**config.mk**
```make
export PLATFORM = sky130hd
export DESIGN_NAME = shift_ctrl_fsm
export DESIGN_NICKNAME = d
export VERILOG_FILES = /design/src/rtl/shift_ctrl_fsm.sv
export SDC_FILE = /design/constraint.sdc
export NUM_CORES = 1
export LEC_CHECK = 0
export BUFFER_PORTS_ARGS = -buffer_cell sky130_fd_sc_hd__buf_2
export CAP_MARGIN = 0
export CORE_MARGIN = 2
export CORE_UTILIZATION = 45
export CTS_CLUSTER_SIZE = 28
export DETAILED_ROUTE_END_ITERATION = 12
export GPL_TIMING_DRIVEN = 0
export PLACE_DENSITY = 0.76
export SYNTH_ARGS = -nofsm -noshare
export SYNTH_HDL_FRONTEND = slang
export SYNTH_SLANG_ARGS = --single-unit
```
**constraint.sdc**
```tcl
create_clock -name clk -period 2.05 [get_ports clk]
set_input_delay 0 -clock clk [delete_from_list [all_inputs] [get_ports clk]]
set_output_delay 0 -clock clk [all_outputs]
set_load 0.02 [all_outputs]
```
**src/rtl/shift_ctrl_fsm.sv**
```systemverilog
// -----------------------------------------------------------------------------
// shift_ctrl_fsm
//
// Sequencing controller for the 32-bit load/shift-right register in the CA
// datapath. It accepts a 16-bit operand and a shift amount on a start/done
// handshake. It then drives the register's load and shift-right enables for
// the required number of cycles and captures the shifted 32-bit value. The
// shift register therefore needs no counter of its own.
//
// State table:
//   state    | meaning
//   ---------+---------------------------------------------------------------
//   IDLE     | waiting for start; operand and shift count captured on accept
//   LOAD     | sr_load high, register takes {operand,16'b0}
//   SHIFT    | sr_shiftrighten high, counter counts down to the last shift
//   CAPTURE  | no enables; result <= sr_q, done pulses next cycle
//
// Ports:
//   clk              rising-edge clock
//   rst              synchronous active-high reset
//   start            request; sampled only while IDLE
//   data_in[15:0]    operand, captured on an accepted start
//   shamt[CNT_W-1:0] number of right shifts, captured on an accepted start
//   sr_q[31:0]       current shift-register value from the datapath
//   sr_load          load enable to the shift register
//   sr_shiftrighten  shift-right enable to the shift register
//   sr_data[15:0]    operand to the shift register (always the operand reg)
//   busy             high while an operation is in flight
//   done             one-cycle completion pulse
//   result[31:0]     captured value, held until the next completion
//
// Build option:
//   SHIFT_CTRL_EARLY_EXIT_EN - when defined, SHIFT stops as soon as sr_q is
//   all zero, because further shifts cannot change the result.
// -----------------------------------------------------------------------------
module shift_ctrl_fsm #(
    parameter int CNT_W = 5
) (
    input  logic             clk,
    input  logic             rst,
    input  logic             start,
    input  logic [15:0]      data_in,
    input  logic [CNT_W-1:0] shamt,
    input  logic [31:0]      sr_q,
    output logic             sr_load,
    output logic             sr_shiftrighten,
    output logic [15:0]      sr_data,
    output logic             busy,
    output logic             done,
    output logic [31:0]      result
);

    typedef enum logic [1:0] {
        ST_IDLE    = 2'd0,
        ST_LOAD    = 2'd1,
        ST_SHIFT   = 2'd2,
        ST_CAPTURE = 2'd3
    } state_t;

    localparam logic [CNT_W-1:0] CNT_ONE = {{(CNT_W-1){1'b0}}, 1'b1};

    state_t           state_q, state_d;
    logic [CNT_W-1:0] cnt_q,    cnt_d;
    logic [15:0]      op_q,     op_d;
    logic [31:0]      result_q, result_d;
    logic             done_q,   done_d;

    always_ff @(posedge clk) begin
        if (rst) begin
            state_q  <= ST_IDLE;
            cnt_q    <= '0;
            op_q     <= '0;
            result_q <= '0;
            done_q   <= 1'b0;
        end else begin
            state_q  <= state_d;
            cnt_q    <= cnt_d;
            op_q     <= op_d;
            result_q <= result_d;
            done_q   <= done_d;
        end
    end

    always_comb begin
        state_d         = state_q;
        cnt_d           = cnt_q;
        op_d            = op_q;
        result_d        = result_q;
        done_d          = 1'b0;
        sr_load         = 1'b0;
        sr_shiftrighten = 1'b0;
        busy            = 1'b0;

        case (state_q)
            ST_IDLE: begin
                // A start in the done cycle is accepted here, so
                // back-to-back operations need no gap.
                if (start) begin
                    op_d    = data_in;
                    cnt_d   = shamt;
                    state_d = ST_LOAD;
                end
            end

            ST_LOAD: begin
                busy    = 1'b1;
                sr_load = 1'b1;
                state_d = (cnt_q != '0) ? ST_SHIFT : ST_CAPTURE;
            end

            ST_SHIFT: begin
                busy = 1'b1;
`ifdef SHIFT_CTRL_EARLY_EXIT_EN
                // An all-zero register stays zero, so skip the remaining shifts.
                if (sr_q == 32'd0) begin
                    cnt_d   = '0;
                    state_d = ST_CAPTURE;
                end else begin
                    sr_shiftrighten = 1'b1;
                    cnt_d           = cnt_q - CNT_ONE;
                    if (cnt_q == CNT_ONE) begin
                        state_d = ST_CAPTURE;
                    end
                end
`else
                sr_shiftrighten = 1'b1;
                cnt_d           = cnt_q - CNT_ONE;
                // A count of one means this is the last shift cycle.
                if (cnt_q == CNT_ONE) begin
                    state_d = ST_CAPTURE;
                end
`endif
            end

            ST_CAPTURE: begin
                busy     = 1'b1;
                result_d = sr_q;
                done_d   = 1'b1;
                state_d  = ST_IDLE;
            end

            default: begin
                state_d = ST_IDLE;
            end
        endcase
    end

    assign sr_data = op_q;
    assign done    = done_q;
    assign result  = result_q;

endmodule

```
==> results of run 1 <==
-- cell families after synthesis --
kind of cell / synth area share [%]
mux: 16.2
fa+ha+maj: 3.93
flops: 50.3
compound gates: 8.02
buf+inv: 3.87
simple gates: 17.7
-- metrics by stage --
stage	std cells	setup slack, ps	util, %
floorplan	237	464	-
global placement	411	300	59.9
detailed placement	411	274	59.9
CTS	469	245	73.0
global route	469	75.4	73.0
finish	469	236	73.0
-- layout by cell type (no fill, tap or decap), types with 2 or more instances in the layout --
| cell type | n |
|---|---|
| clkbuf_8 | 6 |
| dlygate4sd3_1 | 50 |
| clkbuf_1 | 6 |
| buf_1 | 2 |
| nor2_1 | 34 |
| o21ai_0 | 3 |
| buf_2 | 113 |
| mux2i_1 | 35 |
| dfxtp_1 | 56 |
| nand2_1 | 33 |
| inv_1 | 7 |
| ha_1 | 7 |
| nor2b_1 | 5 |
| a21oi_1 | 20 |
| nand2b_1 | 4 |
-- routing by layer --
metal	vias up	track usage [%]
met5	-	0
met4	0	5.36
met3	6	7.05
met2	79	41.2
met1	1010	23.4
li1	1117	-
-- power by group through the flow --
stage	Sequential, W	Combinational (W)	Clock (W)
after floorplan	0.00151	0.000739	0
after global placement	0.00138	0.00119	0
after detailed placement	0.00139	0.00122	0
after CTS	0.00136	0.00130	0.000774
after global routing	0.00139	0.00144	0.000813
final	0.00137	0.00129	0.000747
-- flip-flops by register name, indices dropped and copies added, names as in the netlist --
signal   cells
state_q      2
sr_data     16
result      32
cnt_q        5
done         1
-- critical path: cells and delay by family, from the launching register on --
family,cells,cell delay (ps)
DFF,1,410
adders and majority gates,1,280
buffers and inverters,2,520
AOI/OAI and AO/OA,1,150
and+or+nand+nor,2,380
-- worst min-delay path by stage --
stage              from          to  depth (start not counted)
2_1_floorplan       rst  state_q[0]                          1
3_3_place_gp   sr_q[13]  result[13]                          3
3_5_place_dp    sr_q[9]   result[9]                          3
4_1_cts        shamt[0]    cnt_q[0]                          3
5_1_grt        shamt[0]    cnt_q[0]                          3
6_report       shamt[0]    cnt_q[0]                          3
-- layout make-up --
class	instances	area, um^2	share of cell area, %
buffer	14	60.1	1.73
clock inverter	2	38.8	1.12
timing repair buffer	157	1040	29.8
sequential	56	1120	32.3
clock buffer	6	82.6	2.38
tap	67	83.8	2.41
inverter	7	26.3	0.757
multi-input combinational	160	1020	29.5
-- what timing repair did --
action,CTS,global route
hold endpoints to repair,50,0
hold buffers,50,0
gates resized for setup,0,0
==> results by group, run 1 <==
Run status
  – Status: complete, no violations

Detailed routing
  – Avg WL per Cell: roughly 13 um
  – Met1 WL: about 2.5 mm
  – Post-route DRC: 0
  – Vias: approximately 2,200
  – Met3 wire len: roughly 430 um
  – First DRT Iteration DRCs: about 70
  – DRT Pass-1 Iters: 4
  – Highest routing layer actually used: met4
  – Routed WL: roughly 6.1 mm
  – Vias/cell: around 4.7
  – Routed Antenna Nets: 0
  – Metal2 WL: about 3.1 mm

Synthesis
  – Most area-consuming cells after synthesis: dfxtp_1 50%, mux2i_1 16%, nor2_1 5.7%
  – Commonest cells post-synth: 56 x dfxtp_1, 35 x mux2i_1, 34 x nor2_1
  – Number of flops mapped to enable cells by yosys: 0
  – Yosys reg bits: 56
  – Area leader, netlist: dfxtp_1
  – Post-Syn Area: ~0.0022 mm^2
  – Seq/Total Area, Yosys: about half
  – Post-Syn Nets: 300
  – Mapped Avg Cell Area: 9.41 um^2
  – Number of synthesis warnings: 0
  – Distinct cell type count after synthesis: 32
  – Gate Count Post-Synth: around 240
  – Synth top area share: about 50%
  – Predominant post-synthesis flop cell: dfxtp_1
  – Synth async-reset ratio: 0%
  – Most common cell in the netlist: dfxtp_1

Setup path
  – Crit-path max cell delay: about 410 ps
  – Reg2reg start: state_q[0]
  – Worst path required time: approximately 2300 ps
  – R2R setup slack: 240 ps
  – Cell repeated most along the worst path: nand2_1
  – CP max-delay cell: dfxtp_1
  – Worst Setup Start Kind: register
  – WS Path Type: register to register
  – WP data arrival: around 2000 ps
  – Setup crit end: sr_data[14]
  – Setup crit start: state_q[0]
  – Setup crit end kind: register
  – Crit-path cells: inv_1 -> ha_1 -> nand2_1 -> clkbuf_1 -> nand2_1 -> a21oi_1
  – CP Max Fanout: 10
  – Cells on worst reg2reg path: 6
  – RR Endpoint: sr_data[14]

Floorplanning
  – Starting density of the core: 46.9%
  – # rows: 25
  – Io pins: between 100 and 150
  – Die area: about 0.0055 mm^2
  – Die Ht: around 74 um
  – Horiz. Die Dim: between 70 and 80 um
  – Core Area: roughly 0.0048 mm^2

Power and ir drop
  – Clock power frac: 21.9%
  – P per Cell Area: approximately 1000 mW/mm^2
  – Switching share of power: approximately a third
  – Gate power share: 38.0%
  – Sequential power share: 40.1%
  – Total Power: around 0.0034 W
  – Psw: about 0.0012 W
  – Pleak: between 1.5 and 2 nW
  – Pint: 0.00221 W
  – Maximum vdd drop: around 470 uV

Finish
  – Share of layout cells above drive strength 1: ~31%
  – Antenna Cells: 0
  – Fill count: between 300 and 400
  – P&R area growth vs syn: 55.6%
  – Design Area, Final: 0.00347 mm^2
  – Final net count: roughly 460

Timing
  – Final hold viol count: 0
  – RSZ-0062 raised after global routing: false
  – Fmax: 551 MHz
  – Tmin final: between 1500 and 2000 ps
  – Setup violators final: 0
  – Worst hold slack: roughly 29 ps
  – Slew headroom: 67.8%
  – Final slew viol count: 0
  – Worst-Margin Slew: 482 ps
  – Crit share post-route: 88.5%
  – Final setup TNS: 0 ps
  – Final worst clock skew: roughly 16 ps

Global routing
  – Vias in the first global route: around 2,200
  – Initial antenna violation count: 0
  – Tot GR Track Use: ~22%
  – Largest net degree at the start of global routing: 18
  – First-pass GRT wire length: around 9.4 mm
  – Total gr overflow: 0

Clock network
  – CTS tree: built
  – Worst-Skew Late Latency: just over 300 ps
  – Clk pin slew, worst setup/hold paths: ~90 ps
  – Cts bufs inserted: 5
  – Clock Sinks: 56
  – Buffers inserted by post-CTS timing repair: 0
  – CTS HTree Levels: 2
  – CTS Buffer Depth: 2
  – Clock Tree Root: clkbuf_8

Placement
  – Area post-placement: 0.00285 mm^2
  – Detail Placement HPWL: just under 4 mm
  – Gpl congestion: 0.848
  – Buffers on Ports: between 100 and 150

Worst hold path
  – Worst Hold Class: input port to register

Run
  – Number of max-cap violations: 0
Power figures use the tool's default switching activity.
==> run 2, diff against run 1 <==
--- a/config.mk
+++ b/config.mk
@@ -11,6 +11,7 @@
 export CORE_UTILIZATION = 45
 export CTS_CLUSTER_SIZE = 28
 export DETAILED_ROUTE_END_ITERATION = 12
+export GPL_ROUTABILITY_DRIVEN = 0
 export GPL_TIMING_DRIVEN = 0
 export PLACE_DENSITY = 0.76
 export SYNTH_ARGS = -nofsm -noshare
==> constraint.sdc (replaced) <==
create_clock -name clk -period 1.8 [get_ports clk]
set_input_delay 0.27 -clock clk [delete_from_list [all_inputs] [get_ports clk]]
set_output_delay 0.27 -clock clk [all_outputs]
set_load 0.02 [all_outputs]
==> results by group, run 2 (same netlist as run 1, synthesis figures left out) <==
Detailed routing
  – Routed WL: 5.06 mm (was 6.14 mm)
  – Routed Antenna Nets: 0 (unchanged)
  – DRT Pass-1 Iters: 4 (unchanged)
  – Post-route DRC: 0 (unchanged)
  – First DRT Iteration DRCs: 71 (was 68)
  – Vias/cell: 4.79 (was 4.72)
  – Avg WL per Cell: 12.1 um (was 13.1 um)
  – Vias: 2,009 (was 2,212)

Timing
  – Tmin final: 1670 ps (was 1810 ps)
  – Crit share post-route: 92.7% (was 88.5%)
  – Worst-Margin Slew: 488 ps (was 482 ps)
  – Final worst clock skew: 17.2 ps (was 15.9 ps)
  – Final hold viol count: 0 (unchanged)
  – Setup violators final: 0 (unchanged)
  – RSZ-0062 raised after global routing: false (unchanged)
  – Fmax: 599 MHz (was 551 MHz)
  – Final setup TNS: 0 ps (unchanged)
  – Slew headroom: 67.4% (was 67.8%)
  – Final slew viol count: 0 (unchanged)

Setup path
  – Reg2reg start: state_q[0] (unchanged)
  – Worst Setup Start Kind: register (unchanged)
  – RR Endpoint: state_q[0] (was sr_data[14])
  – WP data arrival: 1880 ps (was 2040 ps)
  – R2R setup slack: 130 ps (was 240 ps)
  – Setup crit end: state_q[0] (was sr_data[14])
  – Setup crit start: state_q[0] (unchanged)
  – Setup crit end kind: register (unchanged)
  – WS Path Type: register to register (unchanged)
  – Worst path required time: 2010 ps (was 2280 ps)
  – CP Max Fanout: 6 (was 10)
  – Cells on worst reg2reg path: 5 (was 6)

Finish
  – P&R area growth vs syn: 33.4% (was 55.6%)
  – Most frequent cells in the layout: 113 x buf_2, 54 x dfxtp_1, 35 x mux2i_1 (was 113 x buf_2, 56 x dfxtp_1, 50 x dlygate4sd3_1)
  – Final net count: 414 (was 464)
  – Design Area, Final: 0.00298 mm^2 (was 0.00347 mm^2)
  – Share of layout cells above drive strength 1: 36.4% (was 31.1%)
  – Most common cell after layout, fill and taps aside: buf_2 (unchanged)
  – Antenna Cells: 0 (unchanged)
  – Max reg flops: 32 (unchanged)
  – Top reg by flops: result (unchanged)

Clock network
  – Clock Sinks: 56 (unchanged)
  – CTS Buffer Depth: 2 (unchanged)
  – CTS HTree Levels: 2 (unchanged)
  – Clk pin slew, worst setup/hold paths: 110 ps (was 90 ps)
  – Post_cts resized: 1 (was 0)
  – CTS tree: built (unchanged)
  – Buffers inserted by post-CTS timing repair: 0 (unchanged)
  – Post-cts hold buffer count: 0 (was 50)
  – Clock Tree Root: clkbuf_8 (unchanged)
  – Worst-Skew Late Latency: 310 ps (about the same)
  – Cts bufs inserted: 5 (unchanged)

Global routing
  – Total gr overflow: 0 (unchanged)
  – Initial antenna violation count: 0 (unchanged)
  – Largest net degree at the start of global routing: 18 (unchanged)
  – Tot GR Track Use: 18.0% (was 21.8%)
  – Vias in the first global route: 1,894 (was 2,209)
  – First-pass GRT wire length: 7.82 mm (was 9.36 mm)

Worst hold path
  – Worst Hold Class: input port to register (unchanged)

Floorplanning
  – Starting density of the core: 46.9% (unchanged)
  – # rows: 25 (unchanged)
  – Io pins: 108 (unchanged)
  – Die Ht: 74.4 um (unchanged)
  – Horiz. Die Dim: 74.4 um (unchanged)
  – Core Area: 0.00475 mm^2 (unchanged)
  – Die area: 0.00554 mm^2 (unchanged)

Placement
  – Detail Placement HPWL: 3.87 mm (unchanged)
  – Area post-placement: 0.00285 mm^2 (unchanged)
  – Buffers on Ports: 107 (unchanged)

Run status
  – Status: complete, no violations (unchanged)

Power and ir drop
  – Pleak: 1.39 nW (was 1.59 nW)
  – Maximum vdd drop: 526 uV (was 468 uV)
  – P per Cell Area: 1280 mW/mm^2 (was 981 mW/mm^2)

Run
  – Number of max-cap violations: 0 (unchanged)
==> run 2: critical path, cell delays in order, from the launching register on <==
cell and delay, ps:
dfxtp_2 370, inv_1 100, ha_1 280, or3b_2 460, a221o_1 300, o311ai_1 60
==> run 2: stage by stage <==
stage	hold slack (ps)	power (W)	util [%]	setup slack (ps)	std cells
after global placement	440	0.00293	59.9	50.2	411
after global routing	181	0.00405	62.6	29.9	419
after detailed placement	444	0.00297	59.9	23.5	411
after CTS	182	0.00383	62.5	67.9	419
after floorplan	406	0.00256	-	214	237
final	179	0.00380	62.6	132	419
==> run 2: cell type report <==
class | count | area [um^2]
tap | 67 | 83.8
fill | 444 | 1780
sequential | 56 | 1120
inverter | 7 | 26.3
buffer | 14 | 61.3
timing repair buffer | 107 | 536
clock buffer | 6 | 82.6
clock inverter | 2 | 38.8
multi-input combinational | 160 | 1020
==> run 2: worst min path at each step <==
stage                start          end  slack [ps]  cells past startpoint
2_1_floorplan          rst   state_q[0]         410                      1
3_3_place_gp    sr_data[3]   sr_data[3]         440                      2
3_5_place_dp   sr_data[15]  sr_data[15]         440                      2
4_1_cts            sr_q[9]    result[9]         180                      3
5_1_grt            sr_q[9]    result[9]         180                      3
6_report           sr_q[9]    result[9]         180                      3
==> run 2: routing by layer <==
layer | share of wire (%) | GRT usage, % | up-vias
met5 | 0 | 0 | -
met4 | 1.0 | 4.76 | 0
met3 | 7.9 | 5.96 | 7
met2 | 47 | 31.7 | 80
met1 | 44 | 21.1 | 904
li1 | - | - | 1018
==> run 2: where the power goes <==
group          internal (W)  total, W  leakage, nW  switching [W]
combinational      0.000562   0.00138        0.868       0.000816
clock              0.000455  0.000861       0.0614       0.000405
sequential          0.00143   0.00156        0.456       0.000125
total               0.00245   0.00380         1.39        0.00135
